<file path="src/rtl/clk_gen_pkg.sv">
// Shared definitions for the clock/strobe generator: channel state encoding
// and the helper that turns a zero phase count into a one-cycle phase.
package clk_gen_pkg;

  typedef enum logic [1:0] {
    IDLE = 2'd0,
    HI   = 2'd1,
    LO   = 2'd2
  } chan_state_t;

  function automatic logic [31:0] sat_to_one(input logic [31:0] c);
    return (c == 32'd0) ? 32'd1 : c;
  endfunction

endpackage

</file>
<file path="src/rtl/clk_div_chan.sv">
// One generator channel: IDLE/HI/LO state machine, phase counter and
// active/pending period registers.
module clk_div_chan
  import clk_gen_pkg::*;
#(
  parameter int CNT_W    = 8,
  parameter int DEF_HIGH = 10,
  parameter int DEF_LOW  = 10
) (
  input  logic             clk,
  input  logic             rst,
  input  logic             enable,
  input  logic [CNT_W-1:0] high_cnt,
  input  logic [CNT_W-1:0] low_cnt,
  input  logic             load,
  output logic             clk_out,
  output logic             rise,
  output logic             fall,
  output logic             running
);

  chan_state_t      state, state_n;
  logic [CNT_W-1:0] cnt, cnt_n;
  logic [CNT_W-1:0] act_h, act_h_n, act_l, act_l_n;
  logic [CNT_W-1:0] pend_h, pend_h_n, pend_l, pend_l_n;
  logic             pend_v, pend_v_n;
  logic             rise_n, fall_n;
  logic             h_done, l_done;

  assign h_done = (32'(cnt) >= sat_to_one(32'(act_h)));
  assign l_done = (32'(cnt) >= sat_to_one(32'(act_l)));

  always_ff @(posedge clk) begin
    if (rst) begin
      state   <= IDLE;
      cnt     <= '0;
      act_h   <= CNT_W'(DEF_HIGH);
      act_l   <= CNT_W'(DEF_LOW);
      pend_h  <= '0;
      pend_l  <= '0;
      pend_v  <= 1'b0;
      clk_out <= 1'b0;
      rise    <= 1'b0;
      fall    <= 1'b0;
      running <= 1'b0;
    end else begin
      state   <= state_n;
      cnt     <= cnt_n;
      act_h   <= act_h_n;
      act_l   <= act_l_n;
      pend_h  <= pend_h_n;
      pend_l  <= pend_l_n;
      pend_v  <= pend_v_n;
      clk_out <= (state_n == HI);
      rise    <= rise_n;
      fall    <= fall_n;
      running <= (state_n != IDLE);
    end
  end

  // Pending values are promoted only in IDLE or at a LO->HI boundary; a LOAD
  // in the same cycle is applied afterwards so it waits for the next boundary.
  always_comb begin
    state_n  = state;
    cnt_n    = cnt;
    act_h_n  = act_h;
    act_l_n  = act_l;
    pend_h_n = pend_h;
    pend_l_n = pend_l;
    pend_v_n = pend_v;
    rise_n   = 1'b0;
    fall_n   = 1'b0;

    case (state)
      IDLE: begin
        if (pend_v) begin
          act_h_n  = pend_h;
          act_l_n  = pend_l;
          pend_v_n = 1'b0;
        end
        if (enable) begin
          state_n = HI;
          cnt_n   = CNT_W'(1);
          rise_n  = 1'b1;
        end
      end
      HI: begin
        if (h_done) begin
          state_n = LO;
          cnt_n   = CNT_W'(1);
          fall_n  = 1'b1;
        end else begin
          cnt_n = cnt + 1'b1;
        end
      end
      LO: begin
        if (l_done) begin
          if (enable) begin
            state_n = HI;
            cnt_n   = CNT_W'(1);
            rise_n  = 1'b1;
            if (pend_v) begin
              act_h_n  = pend_h;
              act_l_n  = pend_l;
              pend_v_n = 1'b0;
            end
          end else begin
            state_n = IDLE;
            cnt_n   = '0;
          end
        end else begin
          cnt_n = cnt + 1'b1;
        end
      end
      default: begin
        state_n = IDLE;
        cnt_n   = '0;
      end
    endcase

    if (load) begin
      pend_h_n = high_cnt;
      pend_l_n = low_cnt;
      pend_v_n = 1'b1;
    end
  end

endmodule

</file>
<file path="src/rtl/clk_div_gen.sv">
// Multi-channel divided clock / strobe generator: one independent
// clk_div_chan per channel, with the packed count buses sliced per channel.
module clk_div_gen
  import clk_gen_pkg::*;
#(
  parameter int NUM_CH   = 2,
  parameter int CNT_W    = 8,
  parameter int DEF_HIGH = 10,
  parameter int DEF_LOW  = 10
) (
  input  logic                    clk,
  input  logic                    rst,
  input  logic [NUM_CH-1:0]       enable,
  input  logic [NUM_CH*CNT_W-1:0] high_cnt,
  input  logic [NUM_CH*CNT_W-1:0] low_cnt,
  input  logic [NUM_CH-1:0]       load,
  output logic [NUM_CH-1:0]       clk_out,
  output logic [NUM_CH-1:0]       rise,
  output logic [NUM_CH-1:0]       fall,
  output logic [NUM_CH-1:0]       running
);

  for (genvar i = 0; i < NUM_CH; i++) begin : g_ch
    clk_div_chan #(
      .CNT_W   (CNT_W),
      .DEF_HIGH(DEF_HIGH),
      .DEF_LOW (DEF_LOW)
    ) u_chan (
      .clk     (clk),
      .rst     (rst),
      .enable  (enable[i]),
      .high_cnt(high_cnt[i*CNT_W +: CNT_W]),
      .low_cnt (low_cnt[i*CNT_W +: CNT_W]),
      .load    (load[i]),
      .clk_out (clk_out[i]),
      .rise    (rise[i]),
      .fall    (fall[i]),
      .running (running[i])
    );
  end

endmodule

</file>
<file path="config.mk">
export PLATFORM = sky130hd
export DESIGN_NAME = clk_div_gen
export DESIGN_NICKNAME = d
export VERILOG_FILES = /design/src/rtl/clk_gen_pkg.sv /design/src/rtl/clk_div_chan.sv /design/src/rtl/clk_div_gen.sv
export SDC_FILE = /design/constraint.sdc
export NUM_CORES = 1
export LEC_CHECK = 0
export BUFFER_PORTS_ARGS = -buffer_cell sky130_fd_sc_hd__buf_2
export CORE_AREA = 2 2 91 93
export CTS_CLUSTER_SIZE = 25
export DETAILED_ROUTE_END_ITERATION = 10
export DIE_AREA = 0 0 93 95
export PLACE_DENSITY = 0.8
export SYNTH_ARGS = -nofsm -noshare
export SYNTH_HDL_FRONTEND = slang
export SYNTH_SLANG_ARGS = --single-unit
export TNS_END_PERCENT = 100
</file>
<file path="constraint.sdc">
create_clock -name clk -period 3.7 [get_ports clk]
set_input_delay 0.74 -clock clk [delete_from_list [all_inputs] [get_ports clk]]
set_output_delay 0.74 -clock clk [all_outputs]
set_load 0.01 [all_outputs]
</file>
== Word level (Yosys, flattened, before mapping) ==
Index checks and enable logic that the tools add are counted.
Cells by class
  $mul: 0
  reductions and logical operators: 18
  mux-type cells: 56
  $add $sub $neg: 2
  eq/ne operators: 16
  $lt $le $gt $ge: 4
  div/mod/pow operators: 0
  shift operators: 0
  bitwise logic cells: 2
Operator list (number)
  8-bit two-way mux: 22
  8-bit by 32-bit >= comparator with 1-bit output: 4
  8-bit case mux with 2 select lines: 4
  8-bit case mux with 3 select lines: 2
  8-bit logical NOT: 4
  8-bit by 1-bit adder with 8-bit output, second input constant: 2
  1-bit two-way mux: 16
  2-bit two-way mux: 6
  2-bit case mux with 3 select lines: 2
  3-bit AND reduction: 4
  2-bit by 1-bit equality test with 1-bit output, second input constant: 4
  2-bit != test, second input constant: 4
  1-bit case mux with 2 select lines: 4
  2-bit nonzero test: 4
  3-bit by 2-bit != test with 1-bit output, second input constant: 2
  3-bit != test, second input constant: 2
  3-bit nonzero test: 2
  2-bit equality test, second input constant: 2
  2-bit logical NOT: 2
  2-bit by 1-bit != test with 1-bit output, second input constant: 2
  2-bit OR reduction: 2
  1-bit inverter: 2
Storage, ports and cells
  register bits after elaboration: 94
  bits in latches: 0
  input port bits: 38
  memories kept: 0
  output and inout bits: 8
  bits in read-only memories: 0
  word-level logic and storage cells: 120
  bits in writable memories: 0

== Depth between registers and ports, before layout ==
Gate-level depths: netlist (run 1).
  depth in word-level cells: 6
  mapped depth: 11
  mapped depth without buffers: 9

== Modules after synthesis ==
Synthesis (run 1) repeated with hierarchy kept, for this count alone.
Second synthesis, totals
  cell total of the unflattened synthesis: 477
  area, all modules: 4553.1 sq um
By module, submodules not included
  clk_div_chan (g_ch[0].u_chan): cells each 241, area an instance 2326.0 sq um, sequential area each 940.9 sq um, instances 1
  clk_div_chan (g_ch[1].u_chan): cells each 236, area an instance 2227.1 sq um, sequential area each 940.9 sq um, instances 1

== Least setup slack after synthesis (run 1) ==
OpenSTA, ideal clock, no wires.
  kind: flip-flop to flip-flop
  from: register g_ch[1].u_chan.act_l[3]
  to: register g_ch[1].u_chan.act_l[1]
  slack: 1551 ps
  cell stages (with the launch flop): 12
  clock period less this slack: 2149 ps
  path buffers: 2
  required time: 3580 ps
  arrival: 2029 ps
  library setup time: 120 ps
  cell sequence: dfxtp_1 > nor4_1 > a41o_1 > ha_1 > nand2b_1 > a31oi_1 > o21a_1 > o21ai_2 > and3b_1 > buf_6 > buf_12 > mux2i_1
Between the ends
  longest elaborated chain between the ends: 5
Ends and longest elaborated chain
  from (decl): line clk_div_chan.sv:24  | logic [CNT_W-1:0] act_h, act_h_n, act_l, act_l_n;
  from (signal assigned): line clk_div_chan.sv:38  | act_l <= CNT_W'(DEF_LOW);
  from (signal assigned): line clk_div_chan.sv:50  | act_l <= act_l_n;
  8-bit logical NOT: line clk_gen_pkg.sv:12  | return (c == 32'd0) ? 32'd1 : c;
  8-bit two-way mux *: line clk_gen_pkg.sv:12
  8-bit by 32-bit >= comparator with 1-bit output *: line clk_div_chan.sv:31  | assign l_done = (32'(cnt) >= sat_to_one(32'(act_l)));
  2-bit by 1-bit != test with 1-bit output (no line) *
  3-bit AND reduction (no line) *
Mark *: on every way between the ends. The rest lies on a longest branch, timed or not.
A chain may end at the register's enable or synchronous reset.

== Worst setup path after layout (run 1) ==
  from: register g_ch[1].u_chan.act_l[3]
  to: register g_ch[1].u_chan.act_l[6]
Same word-level chain as after synthesis.

==> results of run 1 <==
## state kept, by name, summed over array words and instances (netlist names)
register	cells
g_ch.u_chan.act_h	16
g_ch.u_chan.act_l	16
g_ch.u_chan.clk_out	2
g_ch.u_chan.cnt	16
g_ch.u_chan.fall	2
g_ch.u_chan.pend_h	16
g_ch.u_chan.pend_l	16
g_ch.u_chan.pend_v	2
g_ch.u_chan.rise	2
g_ch.u_chan.running	2
g_ch.u_chan.state	4
## cells by family (layout without fill, tap and decap cells)
| family | Yosys count | in the layout | share of synthesized area |
|---|---|---|---|
| simple gates | 172 | 172 | 0.1674 |
| flops | 94 | 94 | 0.4074 |
| compound gates | 79 | 79 | 0.1227 |
| buf+inv | 66 | 100 | 0.07259 |
| mux | 61 | 61 | 0.1322 |
| fa+ha+maj | 34 | 34 | 0.09209 |
| xor+xnor | 3 | 3 | 0.005689 |
## where the power goes
| part | internal [µW] | switching, µW |
|---|---|---|
| clock | 335 | 365 |
| combinational | 105 | 138 |
| sequential | 1060 | 33.9 |
| total | 1500 | 537 |
## metal layers
| metal | vias to the layer above | share of wire | GRT usage |
|---|---|---|---|
| li1 | 1804 | - | - |
| met1 | 1705 | 0.42 | 0.2530 |
| met2 | 71 | 0.53 | 0.4058 |
| met3 | 15 | 0.036 | 0.05507 |
| met4 | 0 | 0.014 | 0.06618 |
| met5 | - | 0 | 0 |
## critical path, stage by stage, from the launching register on
cell,delay [ps]
dfxtp_1,340
nor4_1,310
a41o_1,220
ha_1,110
nand2b_1,90
a31oi_1,100
o21a_1,210
o21ai_2,130
and3b_1,790
mux2i_1,280
## how the worst max path moves through the flow
stage / startpoint / endpoint / slack (ps) / cells after the start
floorplan: g_ch[1].u_chan.act_l[3] / g_ch[1].u_chan.act_l[1] / 1550 / 11
global placement: g_ch[1].u_chan.act_l[3] / g_ch[1].u_chan.act_l[5] / 1180 / 9
detailed placement: g_ch[1].u_chan.act_l[3] / g_ch[1].u_chan.act_l[1] / 1040 / 9
CTS: g_ch[1].u_chan.act_l[3] / g_ch[1].u_chan.act_l[1] / 1030 / 9
global route: g_ch[1].u_chan.act_l[3] / g_ch[1].u_chan.act_l[6] / 830 / 9
finish: g_ch[1].u_chan.act_l[3] / g_ch[1].u_chan.act_l[6] / 1050 / 9
## final cells by class
class                   count  area [µm²]  share of cell area
repair buffers             47       240.2             0.04799
flip-flops and latches     94        1882              0.3759
clock buffers              10       137.6             0.02749
inverters                  37       138.9             0.02774
multi-input cells         349        2410              0.4814
clock inverters             6       66.31             0.01325
well taps                 105       131.4             0.02624
## synth_stat cells (2+ instances only)
library cell   number  area share
dlygate4sd3_1       2      0.0043
a21oi_1            16       0.017
o21ai_0            11       0.012
o21ai_2             2      0.0038
mux2i_1            61        0.13
nor3_1              8      0.0087
xor2_1              2      0.0038
nand3_1            10       0.011
nor2b_1             3      0.0041
nor2_1             72       0.059
nor3b_1             2      0.0032
a211o_1             2      0.0038
dlygate4sd1_1       2      0.0038
and3_1              3      0.0041
ha_1               34       0.092
a31oi_1             7      0.0095
or3_1               4      0.0054
buf_4              10       0.016
nand2b_1            3      0.0041
o211ai_1            4      0.0065
a22oi_1             2      0.0032
inv_1              36       0.029
nand2_1            48       0.039
a211oi_1            7       0.011
buf_2               3      0.0032
o21a_1              7       0.011
nand4_1             2      0.0027
dfxtp_1            94        0.41
clkbuf_1            9      0.0073
nor4_1              6      0.0081
a41o_1              4      0.0087
a21o_1              6      0.0098
o21ai_1             4      0.0043
## per-stage QoR
step	utilization	setup slack, ps
finish	0.6315	1050
global route	0.6315	830.9
CTS	0.6315	1028
detailed placement	0.6057	1040
global placement	0.6057	1184
floorplan	-	1551
==> metrics.md, run 1 <==
| Metric | Value |
|---|---|
| Endpoints failing setup | `0` |
| Max clock buf depth | `2` |
| DRT antenna net count | `0` |
| Average size of a mapped cell | `9.076 µm²` |
| Final Critical Period | `2651 ps` |
| Max-Cap Viols | `0` |
| Max_slew headroom | `0.3763` |
| Largest net degree at the start of global routing | `74` |
| Filler Cells Inserted | `683` |
| RSZ-0062 raised after global routing | `no` |
| Clock Tree Root | `clkbuf_8` |
| Die H | `95 µm` |
| Inserted Diodes | `0` |
| Gpl congestion | `0.8723` |
| I/O Buffers | `45` |
| Rows | `33` |
| Power Total | `2036 µW` |
| DR pass1 iterations | `4` |
| Total CTS buffers | `9` |
| IO Count | `46` |
| Post-route cell area | `0.005006 mm²` |
| DR vias | `3595` |
| Sequential area share after synthesis | `0.4074` |
| HPWL Detailed | `6.645 mm` |
| Flop-to-flop setup slack | `1050 ps` |
| Initial Util | `0.5827` |
| Placement Cell Area | `0.004802 mm²` |
| Critical Path End Type | `register` |
| Synth Register Bits | `94` |
| WL final | `9.205 mm` |
| Placed cells | `632` |
| CP Launch Type | `register` |
| CTS tree | `built` |
| Setup TNS | `0 ps` |
| R2R cell count | `9` |
| Worst hold slack | `461.8 ps` |
| Hold endpoint | `g_ch[1].u_chan.act_h[5]` |
| Cts hold-fix bufs | `0` |
| Status | `complete, no violations` |
| Worst setup path class | `register to register` |
| Core area | `0.007928 mm²` |
| Hold path depth | `2` |
| Initial antenna violation count | `0` |
| Residual DRC | `0` |
| VDD IR max | `0.0004010 V` |
| Max-slew violations | `0` |
| Power Dens Cells | `406.7 mW/mm²` |
| Final Net Count | `610` |
| Clk_skew | `8.760 ps` |
| Worst hold path class | `register to register` |
| Non-Filler Instances | `648` |
| First-pass GRT wire length | `15.52 mm` |
| Tcrit/Tclk final | `0.7164` |
| Die extent in x | `93 µm` |
| Crit path DAT | `2940 ps` |
| DR WL/cell | `14.21 µm` |
| CP max FO | `16` |
| Vias per cell | `5.548` |
| Most frequent cells in the layout | `94 x dfxtp_1, 72 x nor2_1, 61 x mux2i_1, 48 x nand2_1, 45 x buf_2` |
| Post-CTS Setup Bufs | `0` |
| Syn_nets | `581` |
| DIE AREA | `0.008835 mm²` |
| Max Clk Rate | `0.3773 GHz` |
| Hold Fails Final Rpt | `0` |
| Worst-Skew Late Latency | `360 ps` |
| Clock sink total | `94` |
| Netlist cell types | `56` |
| Synthesis-to-layout area growth | `8.369%` |
| Cells after synthesis | `509` |
| Yosys warning count | `0` |
| Vias in the first global route | `3422` |
| Leak Pwr | `0.002237 µW` |
| Commonest non-fill, non-tap cell in the layout | `dfxtp_1` |
| Htree depth | `3` |
| Post-cts resize count | `0` |
| Initial DRC Count | `146` |
| Worst Min Path Start | `g_ch[1].u_chan.pend_h[5]` |
| GRT overflow | `0` |
| Required time of the critical path | `3990 ps` |
| Reg-to-Reg End | `g_ch[1].u_chan.act_l[6]` |
| Top_reg_cell synth | `dfxtp_1` |
| Reg-to-reg startpoint | `g_ch[1].u_chan.act_l[3]` |
| Least-Margin Pin Slew | `935.5 ps` |
| Syn Std Cell Area | `0.004619 mm²` |
| Post-synth EDFFs | `0` |
| GRT Total Usage | `0.2208` |
| Clk slew on worst S/H paths | `90 ps` |
| Ys async rst share | `0` |
| Proportion of layout cells with a drive suffix above 1 | `0.1381` |
Note: power is estimated with default switching activity, not from simulation.
==> inputs of run 2 (changes only) <==
ABC_AREA = 1   (was default)
CORE_AREA = 2 2 95 97   (was 2 2 91 93)
DIE_AREA = 0 0 97 99   (was 0 0 93 95)
PLACE_DENSITY = 0.78   (was 0.8)
clock period = 2.6 ns   (was 3.7 ns; I/O delays follow)
==> run 2 against run 1 <==
Effect of this change: register-to-register slack worse by 760 ps; highest routed layer unchanged; largest cell class unchanged; clock-buffer cell count is the same; sequential share of layout area down 2.2 points; maximum frequency increased by 15%; largest power group unchanged.
==> metrics.md, run 2 <==
| Metric | Value |
|---|---|
| Leak Pwr | `0.002805 µW (+25%)` |
| Crit-path max cell delay | `380 ps (-410 ps)` |
| Required time of the critical path | `2830 ps (-1160 ps)` |
| Crit path max-delay cell type | `nand2_2` |
| Power Dens Cells | `568.7 mW/mm² (+40%)` |
| Sequential share of power | `0.529 (-0.008)` |
| Inserted Diodes | `0 (unchanged)` |
| Post-synth top cells | `140 x nand2_1, 115 x inv_1, 94 x dfxtp_1` |
| Crit path DAT | `2540 ps (-400 ps)` |
| Average size of a mapped cell | `6.980 µm² (-23%)` |
| Clk pwr share | `0.319 (-0.025)` |
| DR pass1 iterations | `5 (+1)` |
| Tcrit/Tclk final | `0.8876 (+0.1713)` |
| Area contributors post-synth | `dfxtp_1 38%, nand2_1 11%, inv_1 8.7%` |
| Clock sink total | `94 (unchanged)` |
| DR WL/cell | `11.89 µm (-16%)` |
| WL final | `10.06 mm (+9.2%)` |
| Syn_nets | `781 (+34%)` |
| Endpoints failing setup | `0 (unchanged)` |
| Final Net Count | `805 (+32%)` |
| VDD IR max | `0.0004377 V (+9.2%)` |
| Ys async rst share | `0 (unchanged)` |
| Worst hold path class | `primary input to register` |
| Gpl congestion | `0.9559 (+9.6%)` |
| Syn Std Cell Area | `0.004948 mm² (+7.1%)` |
| Die extent in x | `97 µm (+4.3%)` |
| Worst setup path class | `register to register` |
| Post-synth EDFFs | `0 (unchanged)` |
| DRT antenna net count | `0 (unchanged)` |
| First-pass GRT wire length | `17.77 mm (+15%)` |
| Max Clk Rate | `0.4333 GHz (+15%)` |
| Largest net degree at the start of global routing | `66 (-11%)` |
| Post-CTS Setup Bufs | `0 (unchanged)` |
| I/O Buffers | `45 (unchanged)` |
| Yosys warning count | `0 (unchanged)` |
| IO Count | `46 (unchanged)` |
| Clock Tree Root | `clkbuf_8` |
| Least-Margin Pin Slew | `728.6 ps (-206.9 ps)` |
| RSZ-0062 raised after global routing | `no` |
| Die H | `99 µm (+4.2%)` |
| Rows | `34 (+3.0%)` |
| Synthesis-to-layout area growth | `7.408%` |
| CP max FO | `29 (+13)` |
| Status | `complete, no violations` |
| Netlist cell types | `30 (-46%)` |
| Sw Share | `0.3033 (+0.03952)` |
| Most numerous cell in the Yosys netlist | `nand2_1` |
| Area leader, netlist | `dfxtp_1` |
| Final Critical Period | `2308 ps (-342.7 ps)` |
| Sequential area share after synthesis | `0.3803 (-0.02709)` |
| CP Launch Type | `register` |
| GRT overflow | `0 (unchanged)` |
| Clk slew on worst S/H paths | `100 ps (about the same)` |
| Initial antenna violation count | `0 (unchanged)` |
| Power Total | `3023 µW (+48%)` |
| GRT Total Usage | `0.2185 (-0.002296)` |
| DR vias | `4391 (+22%)` |
| Clk_skew | `12.96 ps (+4.198 ps)` |
| Post-cts resize count | `0 (unchanged)` |
| Cells along the critical path | `nor4_1 -> a41o_1 -> ha_1 -> nand2_1 -> nor2_1 -> nor2_1 -> nand2_1 -> nand2_1 -> nand2_2 -> nand2_2 -> nand2_2 -> nand2_1 -> nand2_1 -> nand3_1` |
| Cts hold-fix bufs | `0 (unchanged)` |
| Max-slew violations | `0 (unchanged)` |
| Critical Path End Type | `register` |
| Core area | `0.008551 mm² (+7.9%)` |
| Max clock buf depth | `2 (unchanged)` |
| Worst-Skew Late Latency | `370 ps (about the same)` |
| Initial DRC Count | `194 (+33%)` |
| Vias per cell | `5.190 (-6.4%)` |
| Vias in the first global route | `3981 (+16%)` |
| Top_reg_cell synth | `dfxtp_1` |
| Combinational Power Share | `0.152 (+0.033)` |
| Hold Fails Final Rpt | `0 (unchanged)` |
| Psw | `916.8 µW (+71%)` |
| Int Pwr | `2106 µW (+41%)` |
| Htree depth | `3 (unchanged)` |
| Residual DRC | `0 (unchanged)` |
| Setup TNS | `0 ps (unchanged)` |
| Synth Register Bits | `94 (unchanged)` |
| Total CTS buffers | `9 (unchanged)` |
| Proportion of layout cells with a drive suffix above 1 | `0.1111 (-0.02701)` |
| Cells after synthesis | `709 (+39%)` |
| Post-synth top area share | `0.3803 (-0.02709)` |
| Max-Cap Viols | `0 (unchanged)` |
| Max_slew headroom | `0.5137 (+0.1374)` |
| Initial Util | `0.5787 (-0.003978)` |
| CTS tree | `built` |
| HPWL Detailed | `7.349 mm (+11%)` |
| Most frequent cells in the layout | `140 x nand2_1, 115 x inv_1, 94 x dfxtp_1, 80 x nand3_1, 72 x nor2_1` |
| DIE AREA | `0.009603 mm² (+8.7%)` |
| CP dominant cell by count | `nand2_1` |
| Commonest non-fill, non-tap cell in the layout | `nand2_1` |
run 2: stage by stage:
step                setup WS (ps)  area (µm²)  hold slack [ps]  cells  utilization
global placement            352.1        5112            442.7    830       0.5979
CTS                         233.8        5310            373.5    846       0.6210
finish                      292.2        5315            376.4    846       0.6216
detailed placement          253.9        5112            451.5    830       0.5979
floorplan                   662.6        4949            430.1    709            -
global route                76.95        5315            385.7    846       0.6216
run 2: power by group through the flow:
| stage | clock network [µW] | registers [µW] | logic (µW) |
|---|---|---|---|
| finish | 963 | 1600 | 461 |
| global route | 1030 | 1610 | 538 |
| CTS | 980 | 1600 | 459 |
| detailed placement | 0 | 1630 | 457 |
| global placement | 0 | 1630 | 434 |
| floorplan | 0 | 1610 | 380 |
run 2: path summary, 6_finish.rpt:
path                                                from                       end  slack (ps)  cells past startpoint
worst min register to register  g_ch[1].u_chan.pend_h[0]  g_ch[1].u_chan.pend_h[0]         470                      2
worst min-delay path                         low_cnt[11]  g_ch[1].u_chan.pend_l[3]         380                      3
worst max register to register   g_ch[1].u_chan.act_l[7]   g_ch[1].u_chan.act_h[1]         290                     14
worst max-delay path             g_ch[1].u_chan.act_l[7]   g_ch[1].u_chan.act_h[1]         290                     14
run 2: worst max-delay path, delay by kind of cell (launching register included):
kind | cells | cell delay (ps)
AOI/OAI and AO/OA | 1 | 210
and+or+nand+nor | 12 | 1470
adders and majority gates | 1 | 130
DFF | 1 | 340
run 2: cells by family after synthesis:
logic type,synth area share
AOI/OAI and AO/OA,0.1198
xor gates and xnor gates,0.01062
adders and majority gates,0.08597
buffers and inverters,0.1345
DFF,0.3803
and+or+nand+nor,0.2688
run 2: per-layer routing:
layer / vias to the layer above / GRT usage / share of wire
li1: 2297 / - / -
met1: 1952 / 0.3047 / 0.49
met2: 127 / 0.3531 / 0.45
met3: 15 / 0.03475 / 0.051
met4: 0 / 0.06176 / 0.012
met5: - / 0 / 0
run 2: final cells by class:
| cell class | instances | area, µm² |
|---|---|---|
| clock buffer | 10 | 137.6 |
| multi-input combinational | 461 | 2406 |
| sequential | 94 | 1882 |
| inverter | 119 | 446.7 |
| timing repair buffer | 48 | 247.7 |
| tap | 108 | 135.1 |
| clock inverter | 6 | 60.06 |
| fill | 772 | 3236 |
==> inputs of run 3 (changes only) <==
BUFFER_PORTS_ARGS = -buffer_cell sky130_fd_sc_hd__clkbuf_2   (was -buffer_cell sky130_fd_sc_hd__buf_2)
==> run 3 against run 2 <==
Effect of this change: core utilization fell by 0.18 points; cell count increased by 0.12%; non-clock buffer count grew 1; routed wire length grew 0.48%; design area is 0.28% lower; die area stayed put; first-iteration DRC count decreased by 25%; power fell by 1.4%; maximum frequency is 1.8% lower; global-route usage rose by 0.29 points; critical endpoint is now g_ch[0].u_chan.act_h[3]; largest cell class unchanged.
==> metrics.md, run 3 (synthesized netlist as in run 2, its figures left out) <==
| Metric | Value |
|---|---|
| Hold Fails Final Rpt | `0 (unchanged)` |
| Most frequent cells in the layout | `140 x nand2_1, 115 x inv_1, 94 x dfxtp_1, 80 x nand3_1, 72 x nor2_1` |
| DP Worst Slack | `286.3 ps (+32.32 ps)` |
| Combinational Power Share | `0.153 (about the same)` |
| Cts hold-fix bufs | `0 (unchanged)` |
| Max Clk Rate | `0.4253 GHz (-1.8%)` |
| Crit path launch | `g_ch[0].u_chan.act_l[1]` |
| Largest net degree at the start of global routing | `36 (-45%)` |
| Sw Share | `0.3052 (+0.001944)` |
| GRT overflow | `0 (unchanged)` |
| Final Net Count | `806 (+0.12%)` |
| Int Pwr | `2071 µW (-1.7%)` |
| Clock sink total | `94 (unchanged)` |
| Synthesis-to-layout area growth | `7.105%` |
| Worst-Skew Late Latency | `370 ps (about the same)` |
| IO Count | `46 (unchanged)` |
| DR WL/cell | `11.93 µm (+0.36%)` |
| Required time of the critical path | `2840 ps (about the same)` |
| Total CTS buffers | `9 (unchanged)` |
| Inserted Diodes | `0 (unchanged)` |
| Post-route cell area | `0.005300 mm² (-0.28%)` |
| Sequential share of power | `0.537 (+0.008)` |
| CP max FO | `29 (unchanged)` |
| Power Dens Cells | `562.3 mW/mm² (-1.1%)` |
| Worst Min Path Start | `low_cnt[1]` |
| Worst hold path class | `primary input to register` |
| Power Total | `2980 µW (-1.4%)` |
| Gpl congestion | `0.9472 (-0.91%)` |
| Die extent in x | `97 µm (unchanged)` |
| Psw | `909.6 µW (-0.78%)` |
| Max_slew headroom | `0.5249 (+0.01112)` |
| Clk pwr share | `0.310 (-0.009)` |
| Vias per cell | `5.207 (+0.31%)` |
| Leak Pwr | `0.002796 µW (-0.33%)` |
| HPWL Detailed | `7.410 mm (+0.84%)` |
| GRT Total Usage | `0.2214 (+0.002869)` |
| DR vias | `4410 (+0.43%)` |
| Max-slew violations | `0 (unchanged)` |
| CTS tree | `built` |
| Commonest non-fill, non-tap cell in the layout | `nand2_1` |
| DIE AREA | `0.009603 mm² (unchanged)` |
| Filler Cells Inserted | `779 (+0.91%)` |
| Endpoints failing setup | `0 (unchanged)` |
| Placement Cell Area | `0.005120 mm² (+0.15%)` |
| WL final | `10.10 mm (+0.48%)` |
| VDD IR max | `0.0003279 V (-25%)` |
| Initial DRC Count | `146 (-25%)` |
| Max-Cap Viols | `0 (unchanged)` |
| Htree depth | `3 (unchanged)` |
| Crit path DAT | `2590 ps (+50 ps)` |
| Critical Path End Type | `register` |
| Setup TNS | `0 ps (unchanged)` |
| Proportion of layout cells with a drive suffix above 1 | `0.1110 (-0.0001504)` |
| Clk slew on worst S/H paths | `100 ps (about the same)` |
| Final Critical Period | `2351 ps (+43.27 ps)` |
| Core area | `0.008551 mm² (unchanged)` |
| Clk_skew | `11.93 ps (-1.025 ps)` |
| I/O Buffers | `45 (unchanged)` |
| RSZ-0062 raised after global routing | `no` |
| Post-CTS Setup Bufs | `0 (unchanged)` |
| Multi-input logic area | `0.002401 mm² (-0.21%)` |
| Die H | `99 µm (unchanged)` |
| Rows | `34 (unchanged)` |
| Reg-to-reg startpoint | `g_ch[0].u_chan.act_l[1]` |
| DR pass1 iterations | `5 (unchanged)` |
| Min setup slack post-route | `249.0 ps (-43.27 ps)` |
| Status | `complete, no violations` |
| Worst setup path class | `register to register` |
| FF/Latch Area | `0.001882 mm² (unchanged)` |
| Clock Tree Root | `clkbuf_8` |
| Least-Margin Pin Slew | `711.9 ps (-16.67 ps)` |
| DRT antenna net count | `0 (unchanged)` |
| Max clock buf depth | `2 (unchanged)` |
| CP Launch Type | `register` |
| Initial Util | `0.5787 (unchanged)` |
| Post-cts resize count | `0 (unchanged)` |
| Initial antenna violation count | `0 (unchanged)` |
| Residual DRC | `0 (unchanged)` |
| First-pass GRT wire length | `17.97 mm (+1.1%)` |
| Vias in the first global route | `4093 (+2.8%)` |
| Tcrit/Tclk final | `0.9042 (+0.01664)` |
==> run 3: changes by cell type in the layout (fill, tap and decap cells not counted), moves of 2 or more <==
cell,delta
clkinv_4,-2
inv_6,+2
clkbuf_2,+45
clkinvlp_4,+2
inv_8,-2
buf_2,-45
==> run 3: layer usage <==
metal	track usage	wire (µm)	vias up
li1	-	-	2299
met2	0.3520	4479	104
met5	0	0	-
met3	0.04681	495	18
met1	0.3021	4970	1989
met4	0.07367	158	0
==> run 3: worst paths after layout <==
check                             endpoint  slack, ps  depth (start not counted)
hold reg to reg   g_ch[0].u_chan.pend_l[6]        460                          2
setup reg to reg   g_ch[0].u_chan.act_h[3]        250                         14
hold / removal    g_ch[0].u_chan.pend_l[1]        380                          3
setup / recovery   g_ch[0].u_chan.act_h[3]        250                         14
==> run 3: final cells by class <==
class,instances,share of cell area
well taps,108,0.02550
flip-flops and latches,94,0.3551
clock inverters,6,0.009915
clock buffers,10,0.02408
multi-input cells,461,0.4530
inverters,119,0.08428
repair buffers,49,0.04816
==> run 3: power groups by stage <==
stage	clock [µW]	combinational (µW)	sequential, µW
2_1_floorplan	0	380	1610
5_1_grt	1000	534	1610
4_1_cts	938	456	1600
3_5_place_dp	0	454	1630
6_report	924	455	1600
3_3_place_gp	0	435	1630
==> run 3: per-stage QoR <==
step	cells	hold WS, ps	util
2_1_floorplan	709	430.1	-
3_3_place_gp	831	441.6	0.5988
3_5_place_dp	831	447.9	0.5988
4_1_cts	847	373.3	0.6198
5_1_grt	847	375.5	0.6198
6_report	847	378.4	0.6198
==> run 3: critical path, stage by stage (launching register included) <==
cell and delay [ps]:
dfxtp_1 340, nor4_1 290, a41o_1 210, ha_1 130, nand2_1 50, nor2_1 80
nor2_1 40, nand2_1 50, nand2_1 70, nand2_2 100, nand2_1 70, nand2_2 430
nand2_1 210, nand2_1 100, nand3_1 70
